[config.mk]
export PLATFORM = sky130hd
export DESIGN_NAME = gfau_point_sequencer
export DESIGN_NICKNAME = d
export VERILOG_FILES = /design/src/rtl/gfau_point_sequencer.sv
export SDC_FILE = /design/constraint.sdc
export NUM_CORES = 1
export LEC_CHECK = 0
export CORE_MARGIN = 4
export CORE_UTILIZATION = 55
export CTS_BUF_LIST = sky130_fd_sc_hd__clkbuf_2
export CTS_CLUSTER_SIZE = 10
export DETAILED_ROUTE_END_ITERATION = 7
export GPL_TIMING_DRIVEN = 0
export HOLD_SLACK_MARGIN = 0.03
export MAX_ROUTING_LAYER = met4
export PLACE_DENSITY = 0.88
export RECOVER_POWER = 100
export SLEW_MARGIN = 20
export SYNTH_ARGS = -nofsm -noshare
export SYNTH_HDL_FRONTEND = slang
export SYNTH_SLANG_ARGS = --single-unit
[constraint.sdc]
create_clock -name i_clk -period 11.9 [get_ports i_clk]
set_input_delay 1.785 -clock i_clk [delete_from_list [all_inputs] [get_ports i_clk]]
set_output_delay 1.785 -clock i_clk [all_outputs]
set_load 0.1 [all_outputs]
[src/rtl/gfau_point_sequencer.sv]
// Affine ECC point add/double sequencer: walks a micro-op ROM, issuing each op to
// an external GFAU over a start/done handshake and writing results to scratch registers.
module gfau_point_sequencer #(
    parameter int SIZE      = 32,
    parameter int TEMP_REGS = 5
) (
    input  logic            i_clk,
    input  logic            i_rst,
    input  logic            start,
    input  logic            is_double,
    input  logic            p_inf,
    input  logic            q_inf,
    input  logic [SIZE-1:0] x1,
    input  logic [SIZE-1:0] y1,
    input  logic [SIZE-1:0] x2,
    input  logic [SIZE-1:0] y2,
    input  logic [SIZE-1:0] a,
    output logic            busy,
    output logic            done,
    output logic [SIZE-1:0] r_x,
    output logic [SIZE-1:0] r_y,
    output logic            r_inf,
    output logic [1:0]      operation_select,
    output logic [SIZE-1:0] gfau_in_0,
    output logic [SIZE-1:0] gfau_in_1,
    output logic            gfau_start,
    input  logic            gfau_done,
    input  logic [SIZE-1:0] gfau_result
);

    localparam int NREGS = 7 + TEMP_REGS;

    localparam logic [3:0] R_X1 = 4'd0;
    localparam logic [3:0] R_Y1 = 4'd1;
    localparam logic [3:0] R_X2 = 4'd2;
    localparam logic [3:0] R_Y2 = 4'd3;
    localparam logic [3:0] R_A  = 4'd4;
    localparam logic [3:0] R_T0 = 4'd5;
    localparam logic [3:0] R_T1 = 4'd6;
    localparam logic [3:0] R_T2 = 4'd7;
    localparam logic [3:0] R_T3 = 4'd8;
    localparam logic [3:0] R_L  = 4'd9;
    localparam logic [3:0] R_X3 = 4'(5 + TEMP_REGS);
    localparam logic [3:0] R_Y3 = 4'(6 + TEMP_REGS);

    localparam logic [1:0] OP_ADD = 2'b00;
    localparam logic [1:0] OP_SUB = 2'b01;
    localparam logic [1:0] OP_MUL = 2'b10;
    localparam logic [1:0] OP_INV = 2'b11;

    localparam logic [4:0] ADD_FIRST = 5'd0;
    localparam logic [4:0] ADD_LAST  = 5'd9;
    localparam logic [4:0] DBL_FIRST = 5'd10;
    localparam logic [4:0] DBL_LAST  = 5'd22;

    localparam logic [1:0] SRC_NONE = 2'd0;
    localparam logic [1:0] SRC_P    = 2'd1;
    localparam logic [1:0] SRC_Q    = 2'd2;

    typedef enum logic [2:0] {
        S_IDLE,
        S_CHECK,
        S_ISSUE,
        S_WAIT,
        S_WB,
        S_FIN
    } state_t;

    // ROM word = {op, dst, src0, src1}; add sequence at 0..9, double at 10..22.
    function automatic logic [13:0] rom_word(input logic [4:0] idx);
        logic [13:0] w;
        w = '0;
        case (idx)
            5'd0:  w = {OP_SUB, R_T0, R_Y2, R_Y1};
            5'd1:  w = {OP_SUB, R_T1, R_X2, R_X1};
            5'd2:  w = {OP_INV, R_T1, R_T1, 4'd0};
            5'd3:  w = {OP_MUL, R_L,  R_T0, R_T1};
            5'd4:  w = {OP_MUL, R_T2, R_L,  R_L };
            5'd5:  w = {OP_SUB, R_T2, R_T2, R_X1};
            5'd6:  w = {OP_SUB, R_X3, R_T2, R_X2};
            5'd7:  w = {OP_SUB, R_T3, R_X1, R_X3};
            5'd8:  w = {OP_MUL, R_T3, R_L,  R_T3};
            5'd9:  w = {OP_SUB, R_Y3, R_T3, R_Y1};
            5'd10: w = {OP_MUL, R_T0, R_X1, R_X1};
            5'd11: w = {OP_ADD, R_T1, R_T0, R_T0};
            5'd12: w = {OP_ADD, R_T0, R_T1, R_T0};
            5'd13: w = {OP_ADD, R_T0, R_T0, R_A };
            5'd14: w = {OP_ADD, R_T1, R_Y1, R_Y1};
            5'd15: w = {OP_INV, R_T1, R_T1, 4'd0};
            5'd16: w = {OP_MUL, R_L,  R_T0, R_T1};
            5'd17: w = {OP_MUL, R_T2, R_L,  R_L };
            5'd18: w = {OP_ADD, R_T3, R_X1, R_X1};
            5'd19: w = {OP_SUB, R_X3, R_T2, R_T3};
            5'd20: w = {OP_SUB, R_T3, R_X1, R_X3};
            5'd21: w = {OP_MUL, R_T3, R_L,  R_T3};
            5'd22: w = {OP_SUB, R_Y3, R_T3, R_Y1};
            default: w = '0;
        endcase
        return w;
    endfunction

    state_t          state, state_n;
    logic [4:0]      op_idx, op_idx_n;
    logic            req_dbl, req_pinf, req_qinf;
    logic            fin_inf;
    logic            chk_fin, chk_inf;
    logic [1:0]      chk_src;
    logic [3:0]      wb_dst;
    logic [SIZE-1:0] res_q;
    logic [SIZE-1:0] regs [NREGS];

    logic [13:0]     rom_nxt;
    logic [1:0]      nxt_op;
    logic [3:0]      nxt_dst, nxt_src0, nxt_src1;
    logic [SIZE-1:0] opnd_0, opnd_1;

    assign rom_nxt = rom_word(op_idx_n);
    assign {nxt_op, nxt_dst, nxt_src0, nxt_src1} = rom_nxt;

    // The register written in WB is not yet visible to the op issued on the same edge.
    always_comb begin
        opnd_0 = regs[nxt_src0];
        opnd_1 = regs[nxt_src1];
        if (state == S_WB && nxt_src0 == wb_dst) opnd_0 = res_q;
        if (state == S_WB && nxt_src1 == wb_dst) opnd_1 = res_q;
        if (nxt_op == OP_INV) opnd_1 = '0;
    end

    always_ff @(posedge i_clk) begin
        if (i_rst) state <= S_IDLE;
        else       state <= state_n;
    end

    always_comb begin
        state_n  = state;
        op_idx_n = op_idx;
        chk_fin  = 1'b0;
        chk_inf  = 1'b0;
        chk_src  = SRC_NONE;
        case (state)
            S_IDLE: if (start) state_n = S_CHECK;
            S_CHECK: begin
                if (req_dbl) begin
                    if (req_pinf || regs[R_Y1] == '0) begin
                        chk_fin = 1'b1;
                        chk_inf = 1'b1;
                    end else begin
                        op_idx_n = DBL_FIRST;
                    end
                end else if (req_pinf) begin
                    chk_fin = 1'b1;
                    chk_inf = req_qinf;
                    chk_src = SRC_Q;
                end else if (req_qinf) begin
                    chk_fin = 1'b1;
                    chk_src = SRC_P;
                end else if (regs[R_X1] == regs[R_X2]) begin
                    // Equal points double; P + (-P), or doubling a y=0 point, is infinity.
                    if (regs[R_Y1] == regs[R_Y2] && regs[R_Y1] != '0) begin
                        op_idx_n = DBL_FIRST;
                    end else begin
                        chk_fin = 1'b1;
                        chk_inf = 1'b1;
                    end
                end else begin
                    op_idx_n = ADD_FIRST;
                end
                state_n = chk_fin ? S_FIN : S_ISSUE;
            end
            S_ISSUE: state_n = S_WAIT;
            S_WAIT:  if (gfau_done) state_n = S_WB;
            S_WB: begin
                if (op_idx == ADD_LAST || op_idx == DBL_LAST) begin
                    state_n = S_FIN;
                end else begin
                    op_idx_n = op_idx + 5'd1;
                    state_n  = S_ISSUE;
                end
            end
            S_FIN:   state_n = S_IDLE;
            default: state_n = S_IDLE;
        endcase
    end

    always_ff @(posedge i_clk) begin
        if (i_rst) begin
            busy             <= 1'b0;
            done             <= 1'b0;
            gfau_start       <= 1'b0;
            r_inf            <= 1'b0;
            r_x              <= '0;
            r_y              <= '0;
            operation_select <= 2'b00;
            gfau_in_0        <= '0;
            gfau_in_1        <= '0;
            op_idx           <= 5'd0;
            req_dbl          <= 1'b0;
            req_pinf         <= 1'b0;
            req_qinf         <= 1'b0;
            fin_inf          <= 1'b0;
            wb_dst           <= 4'd0;
        end else begin
            done       <= 1'b0;
            gfau_start <= 1'b0;
            op_idx     <= op_idx_n;
            case (state)
                S_IDLE: begin
                    if (start) begin
                        busy     <= 1'b1;
                        req_dbl  <= is_double;
                        req_pinf <= p_inf;
                        req_qinf <= q_inf;
                    end
                end
                S_CHECK: fin_inf <= chk_fin & chk_inf;
                S_FIN: begin
                    r_x   <= fin_inf ? '0 : regs[R_X3];
                    r_y   <= fin_inf ? '0 : regs[R_Y3];
                    r_inf <= fin_inf;
                    done  <= 1'b1;
                    busy  <= 1'b0;
                end
                default: ;
            endcase
            // Operands are registered once per op and held through WAIT.
            if (state_n == S_ISSUE) begin
                operation_select <= nxt_op;
                gfau_in_0        <= opnd_0;
                gfau_in_1        <= opnd_1;
                gfau_start       <= 1'b1;
                wb_dst           <= nxt_dst;
            end
        end
    end

    always_ff @(posedge i_clk) begin
        case (state)
            S_IDLE: begin
                if (start) begin
                    regs[R_X1] <= x1;
                    regs[R_Y1] <= y1;
                    regs[R_X2] <= x2;
                    regs[R_Y2] <= y2;
                    regs[R_A]  <= a;
                end
            end
            S_CHECK: begin
                if (chk_src == SRC_Q) begin
                    regs[R_X3] <= regs[R_X2];
                    regs[R_Y3] <= regs[R_Y2];
                end else if (chk_src == SRC_P) begin
                    regs[R_X3] <= regs[R_X1];
                    regs[R_Y3] <= regs[R_Y1];
                end
            end
            S_WAIT: if (gfau_done) res_q <= gfau_result;
            S_WB:   regs[wb_dst] <= res_q;
            default: ;
        endcase
    end

endmodule
After elaboration in Yosys (flattened, before gate mapping). Memories as Yosys holds them, arrays and structs flattened. A register that Yosys moved wholly into a read port is not among the register bits. Cells that the tools add are included.

Output and inout bits: 134. RAM bits: 384. Word-level logic and storage cells: 111. Latch bits: 0. Bits of input ports: 199. Memories: 2. Register bits: 150. Bits in read-only memories: 448.

Multiply operators: 0. $add $sub $neg: 1. Equality and inequality tests: 15. Multiplexer cells: 60. Reduce and logical (&&, ||, !) cells: 14. Shifts and indexed selects: 0. Magnitude comparators: 0. Bitwise logic cells: 3. Div/mod/pow operators: 0.

Memories: (name not given) (depth 32, width 14, read ports 1, clocked after memory_dff 0, wr ports 0, line 73) `case (idx)`; regs (depth 12, width 32, read ports 8, clocked after memory_dff 1, wr ports 5, line 110) `logic [SIZE-1:0] regs [NREGS];`.

Operator list (count): $mux W32 (9); $reduce_or A32 Y1 (3); $eq A32 B32 Y1 (2); $mux W5 (7); $logic_not A32 Y1 (1); $reduce_bool A32 Y1 (1); $mux W1 (31); $pmux W3 S5 (1); $mux W3 (4); $mux W4 (3); $pmux W5 S2 (1); $eq A3 B2 Y1 const B (3); $eq A3 B3 Y1 const B (2); $mux W2 (3); $reduce_and A2 Y1 (3); $add A5 B1 Y5 const B (1); $eq A5 B4 Y1 const B (1); $eq A5 B5 Y1 const B (1); $eq A2 B2 Y1 const B (2); $eq A4 B4 Y1 (1); $eq A3 B1 Y1 const B (1); $logic_not A3 Y1 (1); $eq A2 B1 Y1 const B (1); $logic_and A1 B1 Y1 (2); 6 further kinds (8).

Longest topological paths before layout. An unclocked memory read counts as a cell.

Depth in word-level cells: 14. Mapped depth: 21. Gate-level depth less buffers: 19.

Least setup slack after synthesis. No wires, ideal clock.

Path kind: input to register. From: input gfau_done. To: register gfau_in_0[11], read port of regs. Library setup time: 88 ps. Data arrival time: 5827 ps. Path slack: 5985 ps. Buffers on the path: 2. Data required time: 11812 ps. Stages on the path: 10. Cells stage by stage: nand2_1 -> nor3b_1 -> nor2b_1 -> nand3b_1 -> or2_2 -> clkbuf_1 -> nor2_1 -> clkbuf_1 -> a311o_1 -> a311oi_2.

Longest elaborated chain between the ends: 3.

Ends and longest elaborated chain: start: declaration (line 27) `input logic gfau_done,`; $mux W3 (line 171) `S_WAIT: if (gfau_done) state_n = S_WB;`; $pmux W3 S5 (line 140) `case (state)`; $eq A3 B2 Y1 (line 226) `if (state_n == S_ISSUE) begin`; end: declaration (line 24) `output logic [SIZE-1:0] gfau_in_0,`.

No other way between the ends. A chain may end at the register's enable or synchronous reset.

==> reports/metrics.yaml <==
drtAntennaViolNets: 0
synth_fp_nets: 3355
synth-seq-cells: 694
critPathMaxFanout: 10
rsz0062_at_grt: "no"
ir_worst_vdd_mv: 0.103
synth_adder_area_share: 0.00276
seqPwrFrac: 0.474
cts_resized: 0
post-cts-setup-buffers: 0
final_area_sq_um: 42300
synth_top_family_by_area: "multiplexers"
avgSynthCellArea_sq_um: 11.5
internal-power_mw: 3.95
worstSetupPathType: "flop to flop"
hpwl_mm: 109
power_leakage_nw: 17.1
end_kind: "flop"
setup_tns_ns: 0
die_x_um: 265
grt_pass1_wl_mm: 209
crit_top_cell: "clkbuf_1"
power.share.clock: 0.260
crit_slowest_cell: "clkbuf_1"
worst-path-buf-inv: 4
ctsHoldBuffers: 0
clockRootBuffer: "clkbuf_2"
clkSlewWorstSetupHoldPaths_ns: 0.13
firstDrtPassIters: 8
post_drt_wl_per_cell_um: 31.9
power_switching_share: 0.385
async_flop_share: 0
vias: 31727
drtIter0Drc: 5457
grt_overflow: 0
antenna_found_initial: 9
die_area_sq_um: 70100
port_buffers: 331
dpl-instance-area_sq_um: 41200
worstPathArrival_ns: 10.35
crit_chain: "xnor2_1 -> nand4_1 -> nor4_1 -> and4_1 -> clkbuf_1 -> o21a_1 -> o21ai_0 -> ha_1 -> inv_1 -> o311a_1 -> a311oi_1 -> o21ai_0 -> clkbuf_1 -> clkbuf_1 -> mux2i_1 -> nor3_1 -> a211oi_1 -> nor3_1 -> a221o_1"
violations: "DRC, capacitance limit, slew limit"
gp_congestion: 1.06
power.switching_mw: 2.48
hold_viol_final: 0
boundaryPins: 333
die_y_um: 265
slowest_delay_ns: 0.99
cts_tree: "done"
cts_buffers: 174
fmax_mhz: 112
p_comb_frac: 0.266
synth_cells: 3148
drc: 6
synthMuxAreaShare: 0.182
netlist_area_sq_um: 36200
slew_viol_final: 317
crit_family: "compound AO/OA/AOI/OAI gates"
fin_nets: 3887
htreeDepth: 4
fin_crit_sh: 0.753
clock_path_buffers: 3
dp_slack_ns: 4.90
synth_edf_count: 544
layout_setup_ws_ns: 2.94
viasPerCell: 6.76
yosysWarningCount: 0
period_minus_slack_ns: 8.96
core-area_sq_um: 64800
insertion_delay_ns: 1.54
synth-compound-area-share: 0.125
layout-drive-gt1-share: 0.129
required_ns: 13.29
synthSimpleGateAreaFrac: 0.105
status: "finished, violations left"
worst_r2r_startpoint: "regs[1][25]$_DFFE_PP_"
hold_start: "busy$_SDFFE_PP0P_"
synth_xor_xnor_area_share: 0.0174
worst_pin_slew_ns: 2.58
ys.flop_type: "edfxtp_1"
row_count: 93
start_kind: "flop"
grt_pass1_vias: 30807
startpoint: "regs[1][25]$_DFFE_PP_"
start_util: 0.559
cap_violations: 17
grt_start_max_net_pins: 33
setup_violations: 0
synth_seq_area_share: 0.534
clock-sinks: 694
finalWirelength_mm: 150
area_growth_pct: 16.8
ys_types: 84
powerDensity_nw_per_um2: 152
grt_usage: 0.422
hold_path.class: "flop to flop"
relSlewSlack: -0.717
finClkSkew_ns: 0.107
[final timing paths]
kind,to,slack [ns],cells after the start
setup / recovery,gfau_in_1[30]$_SDFFE_PP0P_,2.94,19
hold / removal,busy$_SDFFE_PP0P_,0.46,2
setup reg to reg,gfau_in_1[30]$_SDFFE_PP0P_,2.94,19
hold reg to reg,busy$_SDFFE_PP0P_,0.46,2
[stage by stage]
stage / cells / power, mW / utilization / hold WS [ns]
after floorplan: 3148 / 4.12 / - / 0.488
after global placement: 4334 / 4.75 / 0.627 / 0.449
after detailed placement: 4359 / 4.79 / 0.636 / 0.454
after CTS: 4677 / 6.41 / 0.661 / 0.470
after global routing: 4684 / 6.61 / 0.653 / 0.484
final: 4691 / 6.43 / 0.653 / 0.461
[registers in the layout, indices dropped and copies added, names as in the netlist, 2 cells and up]
register,cells
res_q,32
state,3
gfau_in_0,32
op_idx,5
r_x,32
regs,512
gfau_in_1,32
r_y,32
wb_dst,4
operation_select,2
[Yosys cell counts (all sizes together), types with 3 or more instances]
cell type  count  area, sq um
inv           43          161
o21a           5         37.5
a211o         33          289
o31ai          8         75.1
nand4         20          125
a311oi        39          404
nor3b          8         76.3
buf           92          490
nand3        100          500
or3            3         18.8
and4           4         35.0
nor4          13          100
o22ai         33          206
a22o          61          534
clkbuf       164          616
nand2        361         1360
and2           7         43.8
nor2b         38          238
ha             8          100
xnor2         71          629
mux2          99         1110
a211oi        38          285
a31oi         37          246
nand2b         4         25.0
nor2         157          597
a221o         33          330
nor3         107          546
a221oi         4         60.1
o211ai         9         72.6
a32oi         33          289
dfxtp        150         3000
a311o         32          320
o21ai         84          432
nand3b         5         37.5
edfxtp       544        16300
a21oi         89          445
mux2i        547         5480
a2111oi       31          272
[cells in the final DEF, fill, tap and decap left out, types with 20 or more instances in the layout]
cell type        instances
buf_2                   60
a31oi_1                 36
xnor2_1                 71
a22o_1                  61
o22ai_1                 33
dlygate4sd3_1          168
a311oi_1                29
clkbuf_2               265
edfxtp_1               544
a21oi_1                 89
nand4_1                 20
a311o_1                 32
nand2_1                360
dfxtp_1                150
a2111oi_0               23
a221o_1                 33
a211o_1                 33
nand3_1                100
nor3_1                 103
nor2b_1                 38
mux2_2                  99
inv_1                   42
a32oi_1                 33
a211oi_1                38
clkinv_1                36
clkbuf_1               201
clkdlybuf4s50_1        163
o21ai_0                 81
mux2i_1                547
nor2_1                 155
[cell type report]
class                      instances  area (sq um)
antenna                           14          35.0
clock inverter                    53           268
buffer                           256          1090
sequential                       694         19300
timing repair buffer             356          3420
tap                              855          1070
fill                            5198         22500
multi-input combinational       2154         15600
inverter                          44           165
clock buffer                     265          1330
[per-layer routing]
layer	wire length, um	global-route usage	share of wire	vias up
li1	-	-	-	13219
met1	51300	0.514	0.34	15024
met2	64700	0.619	0.43	2861
met3	23200	0.146	0.16	623
met4	10300	0.228	0.069	0
met5	0	-	0	-
[power by group through the flow]
| stage | combinational, mW | sequential [mW] | clock (mW) |
|---|---|---|---|
| 2_1_floorplan | 0.709 | 3.41 | 0 |
| 3_3_place_gp | 1.66 | 3.09 | 0 |
| 3_5_place_dp | 1.71 | 3.08 | 0 |
| 4_1_cts | 1.72 | 3.03 | 1.66 |
| 5_1_grt | 1.76 | 3.05 | 1.80 |
| 6_report | 1.71 | 3.05 | 1.67 |
[logic make-up (layout without fill, tap and decap cells)]
logic type	count (synthesis)	after routing
simple gates	837	837
flops	694	694
mux	646	646
compound gates	592	592
buf+inv	300	974
xor+xnor	71	71
fa+ha+maj	8	8
other cells	0	14
[tightest hold or removal path, stage by stage, from the launching register on]
cell	delay [ns]
dfxtp_1	0.32
inv_1	0.04
a21boi_0	0.06
Power figures use the tool's default switching activity.
